File: src/rtl/mem_pkg.sv
// Shared types and constants for the data-memory access path.
// Both the load/store sequencer and the fetch-side range checker use them.
package mem_pkg;

  localparam int DATA_W = 8;
  localparam int ADDR_W = 8;
  localparam int RD_W   = 3;

  localparam logic [ADDR_W-1:0] DATA_LO_ADDR = 8'd64;
  localparam logic [ADDR_W-1:0] DATA_HI_ADDR = 8'd127;

  typedef enum logic [2:0] {
    IDLE    = 3'd0,
    STORE   = 3'd1,
    LOAD    = 3'd2,
    CAPTURE = 3'd3,
    RESP    = 3'd4
  } state_t;

endpackage

File: src/rtl/addr_range_check.sv
// Combinational window check: in_range is high when addr lies in [ADDR_LO, ADDR_HI].
// The comparison is unsigned.
module addr_range_check
  import mem_pkg::*;
#(
  parameter int                ADDR_W  = mem_pkg::ADDR_W,
  parameter logic [ADDR_W-1:0] ADDR_LO = mem_pkg::DATA_LO_ADDR,
  parameter logic [ADDR_W-1:0] ADDR_HI = mem_pkg::DATA_HI_ADDR
) (
  input  logic [ADDR_W-1:0] addr,
  output logic              in_range
);

  assign in_range = (addr >= ADDR_LO) && (addr <= ADDR_HI);

endmodule

File: src/rtl/mem_access_unit.sv
// Load/store sequencer in front of data_memory.
// Range-checks each request, drives the RAM pins and returns load data to write-back.
module mem_access_unit
  import mem_pkg::*;
#(
  parameter int                DATA_W  = mem_pkg::DATA_W,
  parameter int                ADDR_W  = mem_pkg::ADDR_W,
  parameter int                RD_W    = mem_pkg::RD_W,
  parameter logic [ADDR_W-1:0] ADDR_LO = mem_pkg::DATA_LO_ADDR,
  parameter logic [ADDR_W-1:0] ADDR_HI = mem_pkg::DATA_HI_ADDR
) (
  input  logic              clk,
  input  logic              reset_n,
  input  logic              req_valid,
  output logic              req_ready,
  input  logic              req_is_store,
  input  logic [ADDR_W-1:0] req_addr,
  input  logic [DATA_W-1:0] req_wdata,
  input  logic [RD_W-1:0]   req_rd,
  output logic [ADDR_W-1:0] mem_address,
  output logic [DATA_W-1:0] mem_write_data,
  output logic              mem_write_enable,
  input  logic [DATA_W-1:0] mem_read_data,
  output logic              wb_valid,
  output logic [RD_W-1:0]   wb_rd,
  output logic [DATA_W-1:0] wb_data,
  output logic              fault,
  output logic [ADDR_W-1:0] fault_addr
);

  state_t          r_state;
  logic [RD_W-1:0] r_pendRd;
  logic            w_inRange;
  logic            w_accept;

  addr_range_check #(
    .ADDR_W  (ADDR_W),
    .ADDR_LO (ADDR_LO),
    .ADDR_HI (ADDR_HI)
  ) u_rangeCheck (
    .addr     (req_addr),
    .in_range (w_inRange)
  );

  assign req_ready = (r_state == IDLE);
  assign w_accept  = req_valid && req_ready;

  // Pulse outputs default low each cycle; mem_address and wb_* hold between transactions.
  always_ff @(posedge clk or negedge reset_n) begin
    if (!reset_n) begin
      r_state          <= IDLE;
      r_pendRd         <= '0;
      mem_address      <= '0;
      mem_write_data   <= '0;
      mem_write_enable <= 1'b0;
      wb_valid         <= 1'b0;
      wb_rd            <= '0;
      wb_data          <= '0;
      fault            <= 1'b0;
      fault_addr       <= '0;
    end else begin
      mem_write_enable <= 1'b0;
      wb_valid         <= 1'b0;
      fault            <= 1'b0;
      case (r_state)
        IDLE: begin
          if (w_accept) begin
            if (w_inRange) begin
              mem_address <= req_addr;
              if (req_is_store) begin
                mem_write_data   <= req_wdata;
                mem_write_enable <= 1'b1;
                r_state          <= STORE;
              end else begin
                r_pendRd <= req_rd;
                r_state  <= LOAD;
              end
            end else begin
              fault      <= 1'b1;
              fault_addr <= req_addr;
            end
          end
        end
        STORE:   r_state <= IDLE;
        LOAD:    r_state <= CAPTURE;
        // The RAM's registered read_data is valid this cycle.
        CAPTURE: begin
          wb_data  <= mem_read_data;
          wb_rd    <= r_pendRd;
          wb_valid <= 1'b1;
          r_state  <= RESP;
        end
        RESP:    r_state <= IDLE;
        default: r_state <= IDLE;
      endcase
    end
  end

endmodule

File: config.mk
export PLATFORM = sky130hd
export DESIGN_NAME = mem_access_unit
export DESIGN_NICKNAME = d
export VERILOG_FILES = /design/src/rtl/mem_pkg.sv /design/src/rtl/addr_range_check.sv /design/src/rtl/mem_access_unit.sv
export SDC_FILE = /design/constraint.sdc
export NUM_CORES = 1
export LEC_CHECK = 0
export BUFFER_PORTS_ARGS = -buffer_cell sky130_fd_sc_hd__clkbuf_2
export CELL_PAD_IN_SITES_DETAIL_PLACEMENT = 2
export CELL_PAD_IN_SITES_GLOBAL_PLACEMENT = 2
export CORE_ASPECT_RATIO = 1.5
export CORE_MARGIN = 4
export CORE_UTILIZATION = 35
export CTS_BUF_LIST = sky130_fd_sc_hd__clkbuf_4 sky130_fd_sc_hd__clkbuf_8
export DETAILED_ROUTE_END_ITERATION = 10
export GPL_ROUTABILITY_DRIVEN = 0
export GPL_TIMING_DRIVEN = 0
export PLACE_DENSITY_LB_ADDON = 0.1
export SLEW_MARGIN = 20
export SYNTH_ARGS = -nofsm -noshare
export SYNTH_HDL_FRONTEND = slang
export SYNTH_HIERARCHICAL = 1
export SYNTH_SLANG_ARGS = --single-unit
File: constraint.sdc
create_clock -name clk -period 3.8 [get_ports clk]
set_input_delay 0.38 -clock clk [delete_from_list [all_inputs] [get_ports clk]]
set_output_delay 0.38 -clock clk [all_outputs]
set_load 0.005 [all_outputs]
## Word level (Yosys, flattened, before mapping)

Cells that the tools add are included.

| cells by class | value |
|---|---|
| reduce and logical (&&, ||, !) cells | 8 |
| multiplexer cells | 12 |
| equality and inequality tests | 4 |
| bitwise gates (word level) | 2 |
| magnitude comparators | 2 |

Operators with widths:

| cell | number |
|---|---|
| 3-bit one-hot mux with 3 select lines | 1 |
| 8-bit by 7-bit >= comparator with 1-bit output (second input constant) | 1 |
| 8-bit by 7-bit less-or-equal comparator with 1-bit output (second input constant) | 1 |
| 1-bit 2-to-1 mux | 8 |
| 4-bit AND reduction | 2 |
| 3-bit by 2-bit equality test with 1-bit output (second input constant) | 2 |
| 3-bit 2-to-1 mux | 2 |
| 3-bit AND reduction | 2 |
| 2-bit by 1-bit inequality test with 1-bit output (second input constant) | 2 |
| 3-bit logical NOT | 1 |
| 1-bit logical AND | 2 |
| 2-bit 2-to-1 mux | 1 |
| 1-bit NOT | 2 |
| 2-bit AND reduction | 1 |

| word-level totals | value |
|---|---|
| flip-flop bits (word level) | 44 |
| input bits | 31 |

## Depth between registers and ports, before layout

| depth | value |
|---|---|
| word-level depth | 5 |
| gate-level depth with buffers | 5 |
| gate-level depth less buffers | 4 |

## Cells and area by module

The synthesis kept the hierarchy.

Modules (own cells, without submodules):

| module | area each (um2) | instances | cells each |
|---|---|---|---|
| mem_access_unit | 1691.6 | 1 | 102 |
| addr_range_check | 13.8 | 1 | 1 |

## Least setup slack after synthesis

Ideal clock, no wire load.

| timing | value |
|---|---|
| path type | register -> register |
| from | register r_state[0] |
| to | register mem_address[0] |
| stages on the path, launching flop included | 5 |
| arrival | 1446 ps |
| setup time | 125 ps |
| period minus slack after synthesis | 1571 ps |
| required time | 3675 ps |
| setup slack | 2229 ps |
| cells stage by stage | dfrtp_1 or3_1 buf_6 nor2_4 mux2_2 |

| between the ends | value |
|---|---|
| cells in the longest elaborated chain, start to end | 3 |

Ends and longest elaborated chain:

| what | RTL line | RTL |
|---|---|---|
| from (decl) | mem_access_unit.sv:31 | `state_t r_state;` |
| from (signal assigned) | mem_access_unit.sv:51 | `r_state <= IDLE;` |
| from (signal assigned) | mem_access_unit.sv:73 | `r_state <= STORE;` |
| from (signal assigned) | mem_access_unit.sv:76 | `r_state <= LOAD;` |
| 3-bit logical NOT * | mem_access_unit.sv:45, mem_access_unit.sv:65 |  |
| 1-bit logical AND | mem_access_unit.sv:46 | `assign w_accept = req_valid && req_ready;` |
| 3-bit AND reduction (no source line) * | - |  |
| to (signal assigned) | mem_access_unit.sv:69 | `mem_address <= req_addr;` |
| to (decl) | mem_access_unit.sv:20 | `output logic [ADDR_W-1:0] mem_address,` |

Every way passes the cells marked *; elsewhere a longest branch is shown, timed or not.
A chain may end at the register's enable or synchronous reset.

## Worst setup path in the final report

| timing | value |
|---|---|
| from | register r_state[0] |
| to | output port req_ready |

| between the ends | value |
|---|---|
| cells in the longest elaborated chain, start to end | 1 |

Ends and longest elaborated chain:

| what | RTL line | RTL |
|---|---|---|
| 3-bit logical NOT | mem_access_unit.sv:45 | `assign req_ready = (r_state == IDLE);` |
| to (decl) | mem_access_unit.sv:15 | `output logic req_ready,` |

Every way passes these cells.

==> tab_implementation.tex <==
\begin{tabular}{lr}
\hline
Metric & Value \\
\hline
\multicolumn{2}{l}{\textbf{STA}} \\
\quad Endpoints failing setup & 0 \\
\quad Setup TNS & 0 ns \\
\quad Post-route fraction of the period consumed by the critical path & 47.17\% \\
\quad Unrepaired setup endpoints after global routing & no \\
\quad Post-route clock skew & about 0.0093 ns \\
\quad Final hold violations & 0 \\
\quad Fmax & 557.8 MHz \\
\quad Minimum clock period & approximately 1.8 ns \\
\quad Worst slew margin relative to its limit & around 36\% \\
\quad Worst hold margin & 0.2392 ns \\
\quad Slew of the pin with the lowest slew margin & 0.9643 ns \\
\quad Final Slew Violations & 0 \\
\multicolumn{2}{l}{\textbf{Worst setup path}} \\
\quad CP Data Arrival Time & 1.41 ns \\
\quad Required time reported for the critical path endpoint & 3.42 ns \\
\quad Reg-to-reg endpoint & mem\_address[6] \\
\quad Endpoint class of the critical path & output port \\
\quad Worst setup path category & reg -> out \\
\quad Maximum fanout along the worst path & 4 \\
\quad Worst Setup Start Kind & flip-flop \\
\quad Internal reg-to-reg setup slack & between 2 and 2.5 ns \\
\quad Logic depth of the worst register-to-register path & 4 \\
\quad R2R Path Start & r\_state[0] \\
\multicolumn{2}{l}{\textbf{Synthesis}} \\
\quad Number of register bits inferred by synthesis & 44 \\
\quad Mapped Cells & 103 \\
\quad Portion of the post-synthesis area used by sequential elements & 64.56\% \\
\quad Post-synth top area cell & sky130\_fd\_sc\_hd\_\_dfrtp\_1 \\
\quad Synthesized area divided by synthesized cell count & 16.56 um\^{}2 \\
\quad Synthesized Nets & 134 \\
\quad Largest cells by area after synthesis & sky130\_fd\_sc\_hd\_\_dfrtp\_1 (65\%), sky130\_fd\_sc\_hd\_\_mux2\_2 (23\%), sky130\_fd\_sc\_hd\_\_mux2\_4 (2.6\%), sky130\_fd\_sc\_hd\_\_nand3b\_4 (1.2\%), sky130\_fd\_sc\_hd\_\_nor2\_8 (1.2\%) \\
\quad Warning count from the yosys run & 6 \\
\quad Commonest register cell after synthesis & sky130\_fd\_sc\_hd\_\_dfrtp\_1 \\
\quad Cell Area, Synth & 0.001705 mm\^{}2 \\
\quad Post-synth EDFFs & 0 \\
\quad Number of distinct library cell variants in the gate-level netlist after synthesis & 21 \\
\quad Fraction of post-synthesis cell area in the top cell type by area & around 65\% \\
\quad Share of synthesized registers carrying an async set or reset & 100.0\% \\
\multicolumn{2}{l}{\textbf{Cells and area}} \\
\quad Final Instance Count excl. Fillers & 244 \\
\quad Count of nets after finishing & 210 \\
\quad ANT cells & 0 \\
\quad Relative area change from synthesis to final layout & 30.67\% \\
\quad Proportion of layout cells with a drive suffix above 1 & 68.89\% \\
\multicolumn{2}{l}{\textbf{CTS}} \\
\quad Root Buffer & sky130\_fd\_sc\_hd\_\_clkbuf\_8 \\
\quad Cts repair resizes & 0 \\
\quad Register clock-pin slew on the reported worst setup and hold paths & 0.08 ns \\
\quad Number of clock sinks & 44 \\
\quad Number of setup buffers added after CTS & 0 \\
\quad Clock Latency Late Sink & about 0.29 ns \\
\quad TritonCTS clock tree & done \\
\quad Maximum number of buffers from clock root to sink & 2 \\
\quad CTS H-Tree Depth & 2 \\
\quad Post-CTS Hold Fix Bufs & 0 \\
\quad Number of buffers inserted during clock tree synthesis & 5 \\
\multicolumn{2}{l}{\textbf{Route}} \\
\quad Number of design rule violations left after detail routing & 0 \\
\quad Initial drt markers & 22 \\
\quad Number of detailed-route iterations in the first pass & 2 \\
\quad Routed vias & 1,112 \\
\quad Antenna viol nets, final & 0 \\
\quad Avg WL per Cell & between 15 and 20 um \\
\quad Drt total wl & 3.682 mm \\
\quad DR vias/cell & 4.557 \\
\multicolumn{2}{l}{\textbf{Run status}} \\
\quad Status & finished, final reports clean \\
\multicolumn{2}{l}{\textbf{Place}} \\
\quad Total instance count after detailed placement & 236 \\
\quad Total half-perimeter wirelength after legalization and detailed placement & about 2.9 mm \\
\quad Buffers on Ports & 69 \\
\multicolumn{2}{l}{\textbf{Die}} \\
\quad Placeable core area & 0.004617 mm\^{}2 \\
\quad Die Outline Area & a little over 0.006 mm\^{}2 \\
\quad Initial Util & 36.94\% \\
\quad Placement row count & 30 \\
\quad Die height & between 90 and 100 um \\
\quad \# IOs & 70 \\
\quad Die outline width & 65.00 um \\
\multicolumn{2}{l}{\textbf{Power}} \\
\quad Power density relative to cell area & 790.6 mW/mm\^{}2 \\
\quad Worst vdd rail ir drop & 0.0003178 V \\
\quad Clock network fraction of total power & around 17\% \\
\quad Switching component of the power & 0.5353 mW \\
\quad Internal power & roughly 1.2 mW \\
\quad Leakage power total & 1.137 nW \\
\quad Comb pwr share & 37.2\% \\
\quad Sw Ratio & between 30\% and 40\% \\
\quad Relative contribution of sequential cells to total power & 45.7\% \\
\multicolumn{2}{l}{\textbf{GRT}} \\
\quad Initial antenna violation count & 0 \\
\quad Via count of the first global-routing pass & 1,274 \\
\quad Largest net degree at the start of global routing & 45 \\
\quad Grt total ovfl & 0 \\
\quad First-pass GRT wire length & approximately 6 mm \\
\quad Total routing resource utilization after global routing & 13.35\% \\
\multicolumn{2}{l}{\textbf{Min path}} \\
\quad Hold WC Path Type & in -> async \\
\multicolumn{2}{l}{\textbf{Run}} \\
\quad Max-cap check violation count & 0 \\
\hline
\end{tabular}
worst max-delay path, cell delays in order (launching register included):
cell and delay, ns:
sky130_fd_sc_hd__dfrtp_1 0.40, sky130_fd_sc_hd__or3_1 0.40, sky130_fd_sc_hd__buf_6 0.16, sky130_fd_sc_hd__inv_4 0.06
sky130_fd_sc_hd__clkbuf_2 0.11
kinds of logic (layout without fill, tap and decap cells):
kind of cell / Yosys count / count (layout) / share of synthesized area, %
flops: 44 / 44 / 64.56
mux: 38 / 38 / 25.75
simple gates: 13 / 13 / 6.970
buf+inv: 6 / 83 / 1.907
compound gates: 2 / 2 / 0.8074
per-layer routing:
metal	vias up	GRT usage, %	wire length, um
li1	505	-	-
met4	0	4.762	63
met1	554	13.50	1218
met5	-	0	0
met2	47	24.25	2062
met3	6	5.288	336
cells in the mapped netlist, types with 2 or more instances:
cell type / number
sky130_fd_sc_hd__mux2_4: 3
sky130_fd_sc_hd__nand2_1: 2
sky130_fd_sc_hd__nor2_1: 2
sky130_fd_sc_hd__dfrtp_1: 44
sky130_fd_sc_hd__mux2_2: 35
sky130_fd_sc_hd__inv_1: 2
how the worst max path moves through the flow:
stage | start | to | slack [ns] | cells after the start
final | r_state[0] | req_ready | 2.01 | 4
after detailed placement | r_state[0] | mem_address[6] | 2.07 | 4
after CTS | r_state[0] | req_ready | 1.98 | 4
after global routing | r_state[0] | req_ready | 1.94 | 4
after floorplan | r_state[0] | mem_address[0] | 2.23 | 4
after global placement | r_state[0] | mem_address[3] | 2.12 | 4
stage by stage:
| stage | utilization [%] | power (mW) | setup slack, ns | instance area [um^2] |
|---|---|---|---|---|
| finish | 48.27 | 1.762 | 2.007 | 2228 |
| global route | 48.27 | 1.903 | 1.941 | 2228 |
| CTS | 48.27 | 1.810 | 1.979 | 2228 |
| detailed placement | 46.15 | 1.496 | 2.072 | 2131 |
| global placement | 46.15 | 1.453 | 2.120 | 2131 |
| floorplan | - | 1.175 | 2.229 | 1705 |
area by class of cell:
class,count,area [um^2]
fillers,470,2389
well taps,64,80.08
repair buffers,69,345.3
flip-flops and latches,44,1101
inverters,4,17.52
multi-input cells,53,571.8
clock inverters,1,7.507
plain buffers,2,15.01
clock buffers,7,90.09
sequential cells by signal, indices dropped and copies added, names as in the netlist:
signal            cells
wb_data               8
r_state               3
wb_rd                 3
mem_write_data        8
wb_valid              1
r_pendRd              3
mem_write_enable      1
fault                 1
mem_address           8
fault_addr            8
cells in the final DEF (no fill, tap or decap), types with 2 or more instances in the layout:
cell type,n
sky130_fd_sc_hd__clkbuf_2,68
sky130_fd_sc_hd__mux2_4,3
sky130_fd_sc_hd__nand2_1,2
sky130_fd_sc_hd__nor2_1,2
sky130_fd_sc_hd__dfrtp_1,44
sky130_fd_sc_hd__clkbuf_8,6
sky130_fd_sc_hd__mux2_2,35
sky130_fd_sc_hd__inv_1,2
power groups by stage:
stage	clock, mW	combinational (mW)	sequential [mW]
floorplan	0	0.354	0.821
global placement	0	0.652	0.801
detailed placement	0	0.677	0.819
CTS	0.319	0.679	0.812
global route	0.341	0.720	0.841
finish	0.301	0.656	0.805
(Power assumes the default switching activity.)
